## config.mk

```make
export PLATFORM = sky130hd
export DESIGN_NAME = llsc_reservation_ctrl_flat
export DESIGN_NICKNAME = d
export VERILOG_FILES = /design/src/rtl/llsc_reservation_ctrl_if.sv /design/src/rtl/llsc_reservation_ctrl.sv /design/src/flat_wrapper.sv
export SDC_FILE = /design/constraint.sdc
export NUM_CORES = 1
export LEC_CHECK = 0
export BUFFER_PORTS_ARGS = -buffer_cell sky130_fd_sc_hd__buf_2
export CAP_MARGIN = 20
export CORE_MARGIN = 1
export CORE_UTILIZATION = 28
export CTS_CLUSTER_DIAMETER = 120
export CTS_CLUSTER_SIZE = 40
export DETAILED_ROUTE_END_ITERATION = 10
export HOLD_SLACK_MARGIN = 0.08
export PLACE_DENSITY = 0.63
export SYNTH_ARGS = -nofsm -noshare
export SYNTH_HDL_FRONTEND = slang
export SYNTH_SLANG_ARGS = --single-unit
```

## constraint.sdc

```tcl
create_clock -name clk -period 2.55 [get_ports clk]
set_input_delay 0.3825 -clock clk [delete_from_list [all_inputs] [get_ports clk]]
set_output_delay 0.3825 -clock clk [all_outputs]
set_load 0.005 [all_outputs]
```

## src/rtl/llsc_reservation_ctrl_if.sv

```systemverilog
// SC request/response handshake toward the pipeline and store handshake toward the dcache.
// The reservation controller connects through the slave modport.
interface llsc_reservation_ctrl_if #(
    parameter int PADDR_W = 32,
    parameter int DATA_W  = 32
);
    logic               sc_valid;
    logic               sc_ready;
    logic [PADDR_W-1:0] sc_paddr;
    logic [DATA_W-1:0]  sc_wdata;
    logic               sc_resp_valid;
    logic               sc_resp_success;
    logic               mem_req_valid;
    logic               mem_req_ready;
    logic [PADDR_W-1:0] mem_req_addr;
    logic [DATA_W-1:0]  mem_req_data;
    logic               mem_ack;

    modport slave (
        input  sc_valid, sc_paddr, sc_wdata, mem_req_ready, mem_ack,
        output sc_ready, sc_resp_valid, sc_resp_success,
               mem_req_valid, mem_req_addr, mem_req_data
    );

    modport master (
        output sc_valid, sc_paddr, sc_wdata, mem_req_ready, mem_ack,
        input  sc_ready, sc_resp_valid, sc_resp_success,
               mem_req_valid, mem_req_addr, mem_req_data
    );
endinterface

```

## src/rtl/llsc_reservation_ctrl.sv

```systemverilog
// LL/SC reservation owner: holds LLbit plus reserved address, applies clear sources by
// priority, and sequences SC.W through check, dcache store handshake and result pulse.
module llsc_reservation_ctrl #(
    parameter int PADDR_W   = 32,
    parameter int DATA_W    = 32,
    parameter int GRAN_LOG2 = 4
) (
    input  logic                clk,
    input  logic                rst,
    llsc_reservation_ctrl_if.slave bus,
    input  logic                ll_valid,
    input  logic [PADDR_W-1:0]  ll_paddr,
    input  logic                exception_flush,
    input  logic                ertn,
    input  logic                llbctl_klo,
    input  logic                llbctl_wcllb,
    output logic                klo_clr,
    input  logic                inv_valid,
    input  logic [PADDR_W-1:0]  inv_paddr,
    output logic                llbit_o,
    output logic [PADDR_W-1:0]  rsv_addr_o
);

    typedef enum logic [2:0] {
        IDLE     = 3'd0,
        SC_REQ   = 3'd1,
        SC_WAIT  = 3'd2,
        SC_DRAIN = 3'd3,
        SC_RESP  = 3'd4
    } state_t;

    state_t             state, state_d;
    logic               llbit_d;
    logic [PADDR_W-1:0] rsv_d;
    logic               sc_accept;
    logic               sc_pass;
    logic [PADDR_W-1:0] req_addr_q;
    logic [DATA_W-1:0]  req_data_q;
    logic               resp_success_q;

    function automatic logic gran_match(input logic [PADDR_W-1:0] a,
                                        input logic [PADDR_W-1:0] b);
        return a[PADDR_W-1:GRAN_LOG2] == b[PADDR_W-1:GRAN_LOG2];
    endfunction

    // The SC check sees the reservation as registered before this cycle's updates.
    assign sc_pass = llbit_o && gran_match(bus.sc_paddr, rsv_addr_o);

    // NOTE: every signal assigned in always_comb gets a default first, so no path can infer a latch.
    always_comb begin
        llbit_d = llbit_o;
        rsv_d   = rsv_addr_o;
        if (exception_flush)
            llbit_d = 1'b0;
        else if (inv_valid && llbit_o && gran_match(inv_paddr, rsv_addr_o))
            llbit_d = 1'b0;
        else if (llbctl_wcllb)
            llbit_d = 1'b0;
        else if (ertn)
            llbit_d = llbctl_klo ? llbit_o : 1'b0;
        else if (sc_accept)
            llbit_d = 1'b0;
        else if (ll_valid) begin
            llbit_d = 1'b1;
            rsv_d   = ll_paddr;
        end
    end

    // NOTE: sequential state uses non-blocking assignments so every register samples pre-edge values.
    always_ff @(posedge clk or negedge rst) begin
        if (!rst) begin
            llbit_o    <= 1'b0;
            rsv_addr_o <= '0;
            klo_clr    <= 1'b0;
        end else begin
            llbit_o    <= llbit_d;
            rsv_addr_o <= rsv_d;
            klo_clr    <= ertn & llbctl_klo;
        end
    end

    always_ff @(posedge clk or negedge rst) begin
        if (!rst)
            state <= IDLE;
        else
            state <= state_d;
    end

    always_comb begin
        state_d = state;
        unique case (state)
            IDLE:     if (sc_accept) state_d = sc_pass ? SC_REQ : SC_RESP;
            // A handshake completing alongside a flush has issued the store; it must drain.
            SC_REQ: begin
                if (bus.mem_req_ready)   state_d = exception_flush ? SC_DRAIN : SC_WAIT;
                else if (exception_flush) state_d = IDLE;
            end
            SC_WAIT: begin
                if (bus.mem_ack)          state_d = SC_RESP;
                else if (exception_flush) state_d = SC_DRAIN;
            end
            SC_DRAIN: if (bus.mem_ack) state_d = IDLE;
            SC_RESP:  state_d = IDLE;
            default:  state_d = IDLE;
        endcase
    end

    always_comb begin
        sc_accept           = (state == IDLE) && bus.sc_valid && !exception_flush;
        bus.sc_ready        = sc_accept;
        bus.mem_req_valid   = (state == SC_REQ);
        bus.mem_req_addr    = req_addr_q;
        bus.mem_req_data    = req_data_q;
        bus.sc_resp_valid   = (state == SC_RESP) && !exception_flush;
        bus.sc_resp_success = (state == SC_RESP) && !exception_flush && resp_success_q;
    end

    always_ff @(posedge clk or negedge rst) begin
        if (!rst) begin
            req_addr_q     <= '0;
            req_data_q     <= '0;
            resp_success_q <= 1'b0;
        end else if (sc_accept) begin
            resp_success_q <= 1'b0;
            if (sc_pass) begin
                req_addr_q <= bus.sc_paddr;
                req_data_q <= bus.sc_wdata;
            end
        end else if (state == SC_WAIT && bus.mem_ack) begin
            resp_success_q <= 1'b1;
        end
    end

endmodule

```

## src/flat_wrapper.sv

```systemverilog
// flat-port wrapper written by rule: the top's interface ports become plain ports
module llsc_reservation_ctrl_flat 
#(
    parameter int PADDR_W   = 32,
    parameter int DATA_W    = 32,
    parameter int GRAN_LOG2 = 4
)
  (clk, rst, ll_valid, ll_paddr, exception_flush, ertn, llbctl_klo, llbctl_wcllb, klo_clr, inv_valid, inv_paddr, llbit_o, rsv_addr_o, bus_sc_valid, bus_sc_paddr, bus_sc_wdata, bus_mem_req_ready, bus_mem_ack, bus_sc_ready, bus_sc_resp_valid, bus_sc_resp_success, bus_mem_req_valid, bus_mem_req_addr, bus_mem_req_data);
  llsc_reservation_ctrl_if #(.PADDR_W(PADDR_W), .DATA_W(DATA_W)) bus_i ();
  input  logic clk;
  input  logic rst;
  input  logic ll_valid;
  input  logic [PADDR_W-1:0] ll_paddr;
  input  logic exception_flush;
  input  logic ertn;
  input  logic llbctl_klo;
  input  logic llbctl_wcllb;
  output logic klo_clr;
  input  logic inv_valid;
  input  logic [PADDR_W-1:0] inv_paddr;
  output logic llbit_o;
  output logic [PADDR_W-1:0] rsv_addr_o;
  input wire logic [$bits(bus_i.sc_valid)-1:0] bus_sc_valid;
  input wire logic [$bits(bus_i.sc_paddr)-1:0] bus_sc_paddr;
  input wire logic [$bits(bus_i.sc_wdata)-1:0] bus_sc_wdata;
  input wire logic [$bits(bus_i.mem_req_ready)-1:0] bus_mem_req_ready;
  input wire logic [$bits(bus_i.mem_ack)-1:0] bus_mem_ack;
  output wire logic [$bits(bus_i.sc_ready)-1:0] bus_sc_ready;
  output wire logic [$bits(bus_i.sc_resp_valid)-1:0] bus_sc_resp_valid;
  output wire logic [$bits(bus_i.sc_resp_success)-1:0] bus_sc_resp_success;
  output wire logic [$bits(bus_i.mem_req_valid)-1:0] bus_mem_req_valid;
  output wire logic [$bits(bus_i.mem_req_addr)-1:0] bus_mem_req_addr;
  output wire logic [$bits(bus_i.mem_req_data)-1:0] bus_mem_req_data;
  assign bus_i.sc_valid = bus_sc_valid;
  assign bus_i.sc_paddr = bus_sc_paddr;
  assign bus_i.sc_wdata = bus_sc_wdata;
  assign bus_i.mem_req_ready = bus_mem_req_ready;
  assign bus_i.mem_ack = bus_mem_ack;
  assign bus_sc_ready = bus_i.sc_ready;
  assign bus_sc_resp_valid = bus_i.sc_resp_valid;
  assign bus_sc_resp_success = bus_i.sc_resp_success;
  assign bus_mem_req_valid = bus_i.mem_req_valid;
  assign bus_mem_req_addr = bus_i.mem_req_addr;
  assign bus_mem_req_data = bus_i.mem_req_data;
  llsc_reservation_ctrl #(.PADDR_W(PADDR_W), .DATA_W(DATA_W), .GRAN_LOG2(GRAN_LOG2)) u_core (.clk(clk), .rst(rst), .bus(bus_i), .ll_valid(ll_valid), .ll_paddr(ll_paddr), .exception_flush(exception_flush), .ertn(ertn), .llbctl_klo(llbctl_klo), .llbctl_wcllb(llbctl_wcllb), .klo_clr(klo_clr), .inv_valid(inv_valid), .inv_paddr(inv_paddr), .llbit_o(llbit_o), .rsv_addr_o(rsv_addr_o));
endmodule
```

# == Word level (Yosys, flattened, before mapping) ==
# Index checks and enable logic that the tools add are counted.
# word_totals
input_bits,139
ff_bits,102
# op_classes
n_bitwise,6
muxes,18
eq_ne,11
reduce_logical,16
# op_table
cell,count
$eq 28x28->1,2
$mux 3,7
$pmux 3 s4,1
$mux 1,10
$logic_and 1x1->1,8
$eq 3x2->1 const B,2
$ne 3x3->1 const B,2
$reduce_and 6->1,1
$reduce_bool 6->1,1
$ne 5x3->1 const B,1
$not 1->1,5
$ne 2x2->1 const B,2
$reduce_and 2->1,2
$reduce_and 4->1,1
$eq 3x1->1 const B,1
$eq 3x3->1 const B,1
$logic_not 3->1,1
$reduce_bool 2->1,1
$and 1x1->1,1
$logic_not 1->1,1

# == Depth between registers and ports, before layout ==
# logic_depth
ltp_word,8
mapped_depth,7
mapped_depth_nobuf,5

# == Worst setup path after synthesis ==
# Ideal clock, no wire load.
# synth_timing
path_type,reg2reg
from,register u_core.rsv_addr_o[12]
to,register u_core.rsv_addr_o[10]
required_time_ns,2.425
path_slack_ns,0.465
stages_incl_launch_ff,7
path_buffers,1
arrival_ns,1.960
path_cell_list,dfrtp_1 > xnor2_1 > nand3_1 > or4_4 > o21ai_2 > buf_6 > mux2_2
# synth_via
elab_chain_cells,4
# synth_rtl
element,line_no,text
start: declaration,llsc_reservation_ctrl.sv:21,output logic [PADDR_W-1:0] rsv_addr_o
start signal: assignment,llsc_reservation_ctrl.sv:77,rsv_addr_o <= rsv_d;
$eq 28x28->1,llsc_reservation_ctrl.sv:43,return a[PADDR_W-1:GRAN_LOG2] == b[PADDR_W-1:GRAN_LOG2];
$logic_and 1x1->1,llsc_reservation_ctrl.sv:55,"else if (inv_valid && llbit_o && gran_match(inv_paddr, rsv_addr_o))"
$not 1->1 (no source line),n/a,
$reduce_and 6->1 (no source line),n/a,
# No other way between the ends.
# A chain may end at the register's enable or synchronous reset.

# == Worst setup path in the final report ==
# layout_timing
from,register u_core.rsv_addr_o[24]
to,"register u_core.req_addr_q[21], in the netlist u_core.bus.mem_req_addr[21]"
# layout_via
elab_chain_cells,3
# layout_rtl
element,line_no,text
$eq 28x28->1,llsc_reservation_ctrl.sv:43,
$logic_and 1x1->1,llsc_reservation_ctrl.sv:47,"assign sc_pass = llbit_o && gran_match(bus.sc_paddr, rsv_addr_o);"
$reduce_and 2->1 (no source line),n/a,
end signal: assignment,llsc_reservation_ctrl.sv:126,req_addr_q <= bus.sc_paddr;
end: declaration,llsc_reservation_ctrl.sv:37,logic [PADDR_W-1:0] req_addr_q;
# No other way between the ends.

==> metrics <==
outcome=complete, no violations; EDFF count, synth=0; hold_ws=0.214 ns; VDD IR-drop max=0.349 mV; Synth area leaders=dfrtp_1 53%, mux2_4 19%, mux2_2 7.7%; Least-Margin Pin Slew=0.536 ns; overall power=4.20 mW; Root Buffer=clkbuf_16; sequential area share after synthesis=0.526; vias in the first global route=3757; crit-path max FO=33; Avg Inst Size Synth=14.9 µm²; biggest area consumer among synthesized cells=dfrtp_1; Synth Net Count=465; clock slew at reported path FFs=0.07 ns; Iter 0 DRT Violations=88; post-synthesis mux area share=0.269; Area after DPL=6350 µm²; area growth from synthesis to layout=37.7%; most frequently used flop master after synthesis=dfrtp_1; Setup crit end kind=register; Core Util, Final=0.398; die width=134 µm; Final TNS setup=0 ns; diode count=0; Yosys reg bits=102; average routed wire per standard cell=17.0 µm; Synth top area share=0.526; final wirelength=13600 µm; Core ar.=16800 µm²; Synth Area in Compound Gates=0.0139; final hold violation count=0; CTS tree=yes; hpwl dp=10600 µm; Port Buffer Count=236; Synth async-reset ratio=1.00; dpl ws=0.0771 ns; starting density of the core=0.289; antenna viol nets, final=0; Max Cap Violations=0; Worst path top cell family by delay=simple AND/OR/NAND/NOR gates; Setup WS post-layout=0.208 ns; Critical-path top delay cell=nor4_1; die height=134 µm; Clock Skews=0.00791 ns; layout cells sized above 1=0.621; Via Count=3509; RSZ-0062 raised after global routing=false; pin count of the biggest net entering global routing=48; crit-path cells=xnor2_1 > nand4_1 > nor4_1 > buf_4 > nand3_4 > buf_12 > mux2_4; number of vias per cell=4.38; share of the clock period used by the worst path=0.918; library cells used by synthesis=31; fraction of synthesized cell area in xor and xnor cells=0.101; DR pass1 iterations=4; Num CTS Buffers=9; Worst EP arrival=2.57 ns; clock sink count=102; fin area=6680 µm²; Setup Fix Bufs, Post-CTS=0; P_leak=3.64 nW; DR DRC count=0; CP required=2.78 ns; commonest cells after routing, fill and taps aside=235 x buf_2, 102 x dfrtp_1, 60 x mux2_4; placed cell count=784; Simple-Gate Fraction of Synth Area=0.0668; FP Rows=47; Max Fclk=427 MHz; global-route wire length before repair=20800 µm; Post-Syn Instances=326; Slew headroom=0.639; Max Slew Vio Count=0; worst-skew pair later-pin latency=0.35 ns; Startpoint Class=register; initial antenna violation count=0; main combinational cell family by area after synthesis=multiplexers; Synth Cell Area=4850 µm²; kind of critical path=register to register; Synth Warn #=0; Max clock buf depth=2; Final Instance Count excl. Fillers=801; worst min path class=input port to register; pwr/cell area=628 nW/µm²; commonest non-fill, non-tap cell in the layout=buf_2; Ports=241; GRT Residual Overflow=0; GPL Wtd Cong=0.777; post-synthesis adder-cell area fraction=0; number of nets in the layout=715; H-tree lvl count=3; gr usage total=0.156; Die ar.=17900 µm²; Final min period=2.34 ns; final setup fails=0; max incr delay on CP=0.50 ns; CP Buf/Inv Count=2
-- worst reg2reg max path, cell delays in order (launching register included) --
cell	delay, ns
dfrtp_1	0.43
xnor2_1	0.21
nand4_1	0.22
nor4_1	0.50
buf_4	0.20
nand3_4	0.10
buf_12	0.23
mux2_4	0.34
-- registers in the layout (all words and copies together) (netlist names) --
register and cells:
u_core.bus.mem_req_addr 32, u_core.resp_success_q 1, u_core.klo_clr 1, u_core.state 3, u_core.llbit_o 1, u_core.bus.mem_req_data 32, u_core.rsv_addr_o 32
-- worst paths after layout --
path / start / depth (start not counted) / endpoint / slack [ns]
min in group asynchronous: rst / 2 / u_core.bus.mem_req_data[9]$_DFFE_PN0P_ / 0.54
min reg2reg: u_core.bus.mem_req_data[26]$_DFFE_PN0P_ / 1 / u_core.bus.mem_req_data[26]$_DFFE_PN0P_ / 0.50
max reg2reg: u_core.rsv_addr_o[24]$_DFFE_PN0P_ / 7 / u_core.bus.mem_req_addr[21]$_DFFE_PN0P_ / 0.21
max: u_core.rsv_addr_o[24]$_DFFE_PN0P_ / 7 / u_core.bus.mem_req_addr[21]$_DFFE_PN0P_ / 0.21
min: llbctl_wcllb / 2 / u_core.llbit_o$_DFFE_PN0P_ / 0.21
max in group asynchronous: rst / 3 / u_core.bus.mem_req_addr[2]$_DFFE_PN0P_ / 1.34
-- cell usage after synthesis (4+ instances only) --
master     n
nand3_1    5
xnor2_1   40
nor2_1     6
dfrtp_1  102
mux2_2    33
nand4_1   14
nor4_1     7
mux2_4    60
nand2_1    4
xor2_1    16
buf_6      9
-- cells by family after synthesis --
family,Yosys count
xor+xnor,56
mux,96
compound gates,10
simple gates,51
buf+inv,11
flops,102
-- metal layers --
layer | vias to the layer above | track usage | part of all wire
li1 | 1659 | - | -
met4 | 0 | 0.0499 | 0.014
met1 | 1686 | 0.191 | 0.43
met3 | 11 | 0.0445 | 0.070
met2 | 153 | 0.262 | 0.49
met5 | - | 0 | 0
-- area by class of cell --
class,count,area [µm²]
clock buffer,12,246
clock inverter,4,70.1
fill,1620,10100
inverter,1,3.75
multi-input combinational,213,2200
sequential,102,2550
tap,220,275
timing repair buffer,249,1330
-- report_power, final --
part           internal [mW]  switching, mW
clock                  0.885          0.589
combinational          0.438          0.352
sequential              1.75          0.183
-- timing repair --
action	in CTS	in global routing
hold buffers	1	0
resized for setup	0	0
hold endpoints to repair	35	0
No activity file was read; power rests on OpenSTA's default activity.
